$ cat config.mk
export PLATFORM = sky130hd
export DESIGN_NAME = madd_seq_flat
export DESIGN_NICKNAME = d
export VERILOG_FILES = /design/src/rtl/madd_seq_if.sv /design/src/rtl/madd_seq.sv /design/src/flat_wrapper.sv
export SDC_FILE = /design/constraint.sdc
export NUM_CORES = 2
export LEC_CHECK = 0
export CAP_MARGIN = 5
export CORE_ASPECT_RATIO = 0.9
export CORE_MARGIN = 2
export CORE_UTILIZATION = 54
export CTS_BUF_LIST = sky130_fd_sc_hd__clkbuf_2 sky130_fd_sc_hd__clkbuf_4 sky130_fd_sc_hd__clkbuf_8
export CTS_CLUSTER_DIAMETER = 200
export DETAILED_ROUTE_END_ITERATION = 10
export GPL_ROUTABILITY_DRIVEN = 0
export HOLD_SLACK_MARGIN = 0.08
export PLACE_DENSITY_LB_ADDON = 0.25
export SETUP_SLACK_MARGIN = 0.3
export SLEW_MARGIN = 10
export SYNTH_ARGS = -nofsm -noshare
export SYNTH_HDL_FRONTEND = slang
export SYNTH_SLANG_ARGS = --single-unit
export TNS_END_PERCENT = 100
$ cat constraint.sdc
create_clock -name clk -period 6 [get_ports clk]
set_clock_uncertainty 0.15 [all_clocks]
set_input_delay 0.9 -clock clk [delete_from_list [all_inputs] [get_ports clk]]
set_output_delay 0.9 -clock clk [all_outputs]
set_load 0.1 [all_outputs]
$ cat src/rtl/madd_seq_if.sv
// Interface bundling the execute-stage side of the MADD-family sequencer.
// The pipeline (master) drives the operands and control, and the sequencer
// (slave) returns the stall request and the HI/LO write-back.
interface madd_seq_if #(
    parameter int WIDTH = 32
);
    logic                 start_i;
    logic [1:0]           op_i;
    logic [WIDTH-1:0]     a_i;
    logic [WIDTH-1:0]     b_i;
    logic [2*WIDTH-1:0]   hilo_i;
    logic [5:0]           stall_i;
    logic                 flush_i;
    logic                 stallreq_o;
    logic                 busy_o;
    logic [WIDTH-1:0]     hi_o;
    logic [WIDTH-1:0]     lo_o;
    logic                 whilo_o;
    logic                 done_o;

    modport master (
        output start_i, op_i, a_i, b_i, hilo_i, stall_i, flush_i,
        input  stallreq_o, busy_o, hi_o, lo_o, whilo_o, done_o
    );

    modport slave (
        input  start_i, op_i, a_i, b_i, hilo_i, stall_i, flush_i,
        output stallreq_o, busy_o, hi_o, lo_o, whilo_o, done_o
    );
endinterface

$ cat src/rtl/madd_seq.sv
// Multi-cycle sequencer for MADD, MADDU, MSUB and MSUBU.
// The product is registered in the first cycle, and the HI/LO accumulate is
// registered in the second. The result is then offered to EX/MEM until
// execute is released.
module madd_seq #(
    parameter int WIDTH = 32
) (
    input  logic       clk,
    input  logic       rst,
    madd_seq_if.slave  bus
);
    localparam int PW = 2 * WIDTH;

    typedef enum logic [1:0] {
        IDLE = 2'd0,
        ACC  = 2'd1,
        DONE = 2'd2
    } state_t;

    state_t          state;
    state_t          state_next;

    logic [PW-1:0]   a_ext;
    logic [PW-1:0]   b_ext;
    logic [PW-1:0]   product_next;
    logic [PW-1:0]   product;
    logic [PW-1:0]   hilo_q;
    logic [PW-1:0]   result;
    logic            sub_q;
    logic            launch;

    logic            stallreq;
    logic            busy;
    logic            whilo;
    logic            done;
    logic [WIDTH-1:0] hi;
    logic [WIDTH-1:0] lo;

    // Only the execute-hold bit matters here. The other stall bits belong to
    // stages this block never waits on.
    logic            unused_stall_bits;
    assign unused_stall_bits = ^{bus.stall_i[5:3], bus.stall_i[1:0]};

    // Operand extension: zero-extend for the unsigned forms, sign-extend
    // otherwise. The low 2*WIDTH bits of the wide product are then correct
    // for both forms.
    always_comb begin
        if (bus.op_i[1]) begin
            a_ext = {{WIDTH{1'b0}}, bus.a_i};
            b_ext = {{WIDTH{1'b0}}, bus.b_i};
        end else begin
            a_ext = {{WIDTH{bus.a_i[WIDTH-1]}}, bus.a_i};
            b_ext = {{WIDTH{bus.b_i[WIDTH-1]}}, bus.b_i};
        end
        product_next = a_ext * b_ext;
    end

    assign launch = (state == IDLE) && bus.start_i && !bus.flush_i;

    // State register.
    // NOTE: sequential state uses non-blocking (<=) so every flop samples
    // pre-edge values; blocking here would create order-dependent races.
    always_ff @(posedge clk or negedge rst) begin
        if (!rst) begin
            state <= IDLE;
        end else begin
            state <= state_next;
        end
    end

    // Datapath: latch the product and operands at launch, then form the
    // accumulate in ACC.
    // NOTE: these are plain data registers, but they are still reset, so the
    // result bus reads zero after reset and never carries stale X.
    always_ff @(posedge clk or negedge rst) begin
        if (!rst) begin
            product <= '0;
            hilo_q  <= '0;
            sub_q   <= 1'b0;
            result  <= '0;
        end else begin
            if (launch) begin
                product <= product_next;
                hilo_q  <= bus.hilo_i;
                sub_q   <= bus.op_i[0];
            end
            if (state == ACC && !bus.flush_i) begin
                result <= sub_q ? (hilo_q - product) : (hilo_q + product);
            end
        end
    end

    // Next-state and output decode.
    // NOTE: every output gets a default before the case statement, so no path
    // leaves a variable unassigned and no latch is inferred.
    always_comb begin
        state_next = state;
        stallreq   = 1'b0;
        busy       = 1'b0;
        whilo      = 1'b0;
        done       = 1'b0;
        hi         = '0;
        lo         = '0;
        unique case (state)
            IDLE: begin
                // The IDLE stall request follows start_i, but it is held low
                // while reset is asserted so that every output is quiet in reset.
                stallreq = bus.start_i & rst;
                if (launch) begin
                    state_next = ACC;
                end
            end
            ACC: begin
                stallreq   = 1'b1;
                busy       = 1'b1;
                state_next = bus.flush_i ? IDLE : DONE;
            end
            DONE: begin
                busy     = 1'b1;
                done     = 1'b1;
                // A squashed instruction must never write HI/LO.
                whilo    = !bus.flush_i;
                {hi, lo} = result;
                // start_i is still high for this same instruction, so it is
                // deliberately ignored here.
                if (bus.flush_i || !bus.stall_i[2]) begin
                    state_next = IDLE;
                end
            end
            default: begin
                state_next = IDLE;
            end
        endcase
    end

    assign bus.stallreq_o = stallreq;
    assign bus.busy_o     = busy;
    assign bus.whilo_o    = whilo;
    assign bus.done_o     = done;
    assign bus.hi_o       = hi;
    assign bus.lo_o       = lo;

endmodule
$ cat src/flat_wrapper.sv
// flat-port wrapper written by rule: the top's interface ports become plain ports
module madd_seq_flat 
#(
    parameter int WIDTH = 32
)
  (clk, rst, bus_start_i, bus_op_i, bus_a_i, bus_b_i, bus_hilo_i, bus_stall_i, bus_flush_i, bus_stallreq_o, bus_busy_o, bus_hi_o, bus_lo_o, bus_whilo_o, bus_done_o);
  madd_seq_if #(.WIDTH(WIDTH)) bus_i ();
  input  logic clk;
  input  logic rst;
  input wire logic [$bits(bus_i.start_i)-1:0] bus_start_i;
  input wire logic [$bits(bus_i.op_i)-1:0] bus_op_i;
  input wire logic [$bits(bus_i.a_i)-1:0] bus_a_i;
  input wire logic [$bits(bus_i.b_i)-1:0] bus_b_i;
  input wire logic [$bits(bus_i.hilo_i)-1:0] bus_hilo_i;
  input wire logic [$bits(bus_i.stall_i)-1:0] bus_stall_i;
  input wire logic [$bits(bus_i.flush_i)-1:0] bus_flush_i;
  output wire logic [$bits(bus_i.stallreq_o)-1:0] bus_stallreq_o;
  output wire logic [$bits(bus_i.busy_o)-1:0] bus_busy_o;
  output wire logic [$bits(bus_i.hi_o)-1:0] bus_hi_o;
  output wire logic [$bits(bus_i.lo_o)-1:0] bus_lo_o;
  output wire logic [$bits(bus_i.whilo_o)-1:0] bus_whilo_o;
  output wire logic [$bits(bus_i.done_o)-1:0] bus_done_o;
  assign bus_i.start_i = bus_start_i;
  assign bus_i.op_i = bus_op_i;
  assign bus_i.a_i = bus_a_i;
  assign bus_i.b_i = bus_b_i;
  assign bus_i.hilo_i = bus_hilo_i;
  assign bus_i.stall_i = bus_stall_i;
  assign bus_i.flush_i = bus_flush_i;
  assign bus_stallreq_o = bus_i.stallreq_o;
  assign bus_busy_o = bus_i.busy_o;
  assign bus_hi_o = bus_i.hi_o;
  assign bus_lo_o = bus_i.lo_o;
  assign bus_whilo_o = bus_i.whilo_o;
  assign bus_done_o = bus_i.done_o;
  madd_seq #(.WIDTH(WIDTH)) u_core (.clk(clk), .rst(rst), .bus(bus_i));
endmodule
==> out/qor.txt <==
Die H = 321 um
# setup viols final = 55
Largest net degree at the start of global routing = 86
PortBufs = 202
Worst path slowest cell = fa_2
CTS tree = done
Total grt overflow = 0
Largest family of logic cells by synthesized area = adder cells
Multiplexer share of the synthesized area = 0.0994%
Synth Cell Area = 60,400 um^2
Fmax = 0.112 GHz
Setup TNS = -120.43 ns
Initial antenna violation count = 5
Synth Area in Compound Gates = 6.57%
Clk Latency, worst-skew pair = 0.51 ns
Layout Area Growth over Synthesis = 25.5%
# DRC = 0
Status = complete, but fails checks
Place WS = -3.82 ns
Max Slew Vio Count = 0
Setup crit start = bus_a_i[22]
Total track usage = 33.4%
Number of global-route vias before repair = 52.2k
Core ar. = 111,000 um^2
Crit share post-route = 149%
Synth async-reset ratio = 100%
Most numerous cell in the Yosys netlist = inv_1
Post-Syn Area per Cell = 9.10 um^2
EDFF count, synth = 0
Largest cells by area after synthesis = fa_1, inv_1, dfrtp_1, ha_1, and2_1
Failing checks = negative setup slack
Setup crit end = u_core.product[48]$_DFFE_PN0P_
Iteration-0 DRC Markers = 4,259
WL final = 190 mm
Layout Cells excl Fill = 8,925
Sequential share of the synthesized area = 8.07%
Dominant synthesized flop cell = dfrtp_1
Fin crit period = 8.92 ns
YS warnings = 0
Mapped Cells = 6,646
Root Buffer = clkbuf_8
Mean routed wirelength per cell = 21.2 um
Via-to-Cell Ratio = 5.47
Hold WC Path Type = in2async
Die Wd = 357 um
Worst slew pin tran = 1.02 ns
Register-to-Register Path Depth = 18
Worst Setup Path Type = in2reg
CP peak stage delay = 0.58 ns
Post-synthesis xor/xnor area fraction = 3.40%
Sink Count = 195
CTS max path bufs = 2
Endpoint class of the critical path = register
Yosys top cell area share = 46.9%
Startpoint Class = input port
#FFs+latches synth = 195
First-pass GRT wire length = 293 mm
Yosys top cell by area = fa_1
Net Count, Synth = 8,584
Reg2reg start = u_core.product[0]$_DFFE_PN0P_
Crit path required time = 6.26 ns
RR Endpoint = u_core.result[57]$_DFFE_PN0P_
Num ports = 208
HPWL after DPL = 149 mm
Synth top cells by count = inv_1, fa_1, nand2_1
Row count = 116
Final net count = 9,372
DR pass1 iterations = 6
Initial Util = 54.4%
Share of layout cells above drive strength 1 = 21.8%
Crit path max fanout = 5
Clk slew on worst S/H paths = 0.10 ns
Unique cell type count in the Yosys netlist = 73
Critical path arrival = 9.18 ns
Placed insts = 8,697
Depth of the CTS H-tree = 4
Synth Area in Simple Gates = 15.4%
Final Hold Viols = 0
Max cap viols = 0
FF-to-FF setup slack = 0.57 ns
Post-synthesis adder-cell area fraction = 54.8%
Final ANT Viol Nets = 0
Via count of the routed design = 48.8k
DIE AREA = 115,000 um^2
Max_slew headroom = 32.0%
Fin worst setup slack = -2.92 ns
RSZ-0062 raised after global routing = true
Total CTS buffers = 17
## what timing repair did
action / CTS / global route
cloned: 36 / 1
hold endpoints to repair: 0 / 0
hold buffers: 0 / 0
pin swaps: 301 / 201
endpoints found under the setup margin: 64 / 72
buffers inserted: 130 / 26
gates resized for setup: 777 / 262
## metal layers
layer  global-route usage (%)  part of all wire [%]  up-vias
met5                        0                 0.014        -
met4                     11.8                   4.4        4
met3                     9.40                    12      479
met2                     52.2                    44     2471
met1                     44.8                    39    24700
li1                         -                     -    21200
## layout by cell type, fill, tap and decap left out, types with 71 or more instances in the layout
cell / synthesis / routed
clkdlybuf4s50_1: 0 / 141
dfrtp_1: 195 / 194
fa_1: 1416 / 1257
buf_6: 0 / 112
fa_2: 0 / 159
nand2_1: 912 / 865
xnor2_1: 175 / 154
nor2_1: 120 / 109
o21ai_0: 166 / 96
buf_12: 0 / 122
a21o_1: 106 / 103
ha_1: 382 / 306
buf_4: 0 / 598
ha_4: 0 / 71
a21oi_1: 173 / 117
inv_2: 0 / 126
and2_1: 662 / 614
inv_1: 1556 / 1423
## stage by stage
| step | instance area, um^2 | hold slack (ns) | util [%] |
|---|---|---|---|
| 2_1_floorplan | 61900 | 0.288 | - |
| 3_5_place_dp | 70200 | 0.312 | 63.2 |
| 3_3_place_gp | 70200 | 0.305 | 63.2 |
| 5_1_grt | 75900 | 0.270 | 68.3 |
| 6_report | 75900 | 0.233 | 68.3 |
| 4_1_cts | 74800 | 0.216 | 67.3 |
## critical path, delay by kind of cell
kind	cells	cell delay (ns)
adder cells (fa/ha/maj)	11	5.53
buffers and inverters	12	0.94
AND/OR/NAND/NOR	2	0.27
AO/OA/AOI/OAI	7	1.56
## flip-flops by register name (all words and copies together) (netlist names)
name            cells
u_core.hilo_q      64
u_core.state        2
u_core.result      64
u_core.product     64
u_core.sub_q        1
## worst min-delay path by stage
stage	start	endpoint
global route	rst	u_core.hilo_q[17]$_DFFE_PN0P_
CTS	rst	u_core.hilo_q[18]$_DFFE_PN0P_
global placement	u_core.result[11]$_DFFE_PN0P_	u_core.result[11]$_DFFE_PN0P_
finish	rst	u_core.hilo_q[18]$_DFFE_PN0P_
detailed placement	u_core.result[11]$_DFFE_PN0P_	u_core.result[11]$_DFFE_PN0P_
floorplan	u_core.result[1]$_DFFE_PN0P_	u_core.result[1]$_DFFE_PN0P_
## cell type report
cell class | instances | area [um^2]
Tap cell | 1475 | 1850
Clock inverter | 12 | 139
Inverter | 1556 | 5860
Sequential cell | 195 | 4880
Clock buffer | 20 | 275
Antenna cell | 3 | 7.51
Fill cell | 8112 | 35300
Multi-Input combinational cell | 4580 | 51400
Timing Repair Buffer | 1084 | 11500
## logic make-up (layout without fill, tap and decap cells)
logic type | Yosys count | in the layout
compound gates | 635 | 635
fa+ha+maj | 1799 | 1799
other cells | 0 | 3
flops | 195 | 195
mux | 6 | 6
xor+xnor | 234 | 234
buf+inv | 1871 | 2672
simple gates | 1906 | 1906
Power is left out: the tool's default activity adds up to more than one toggle a clock period on the data nets, which glitch-free logic cannot reach.
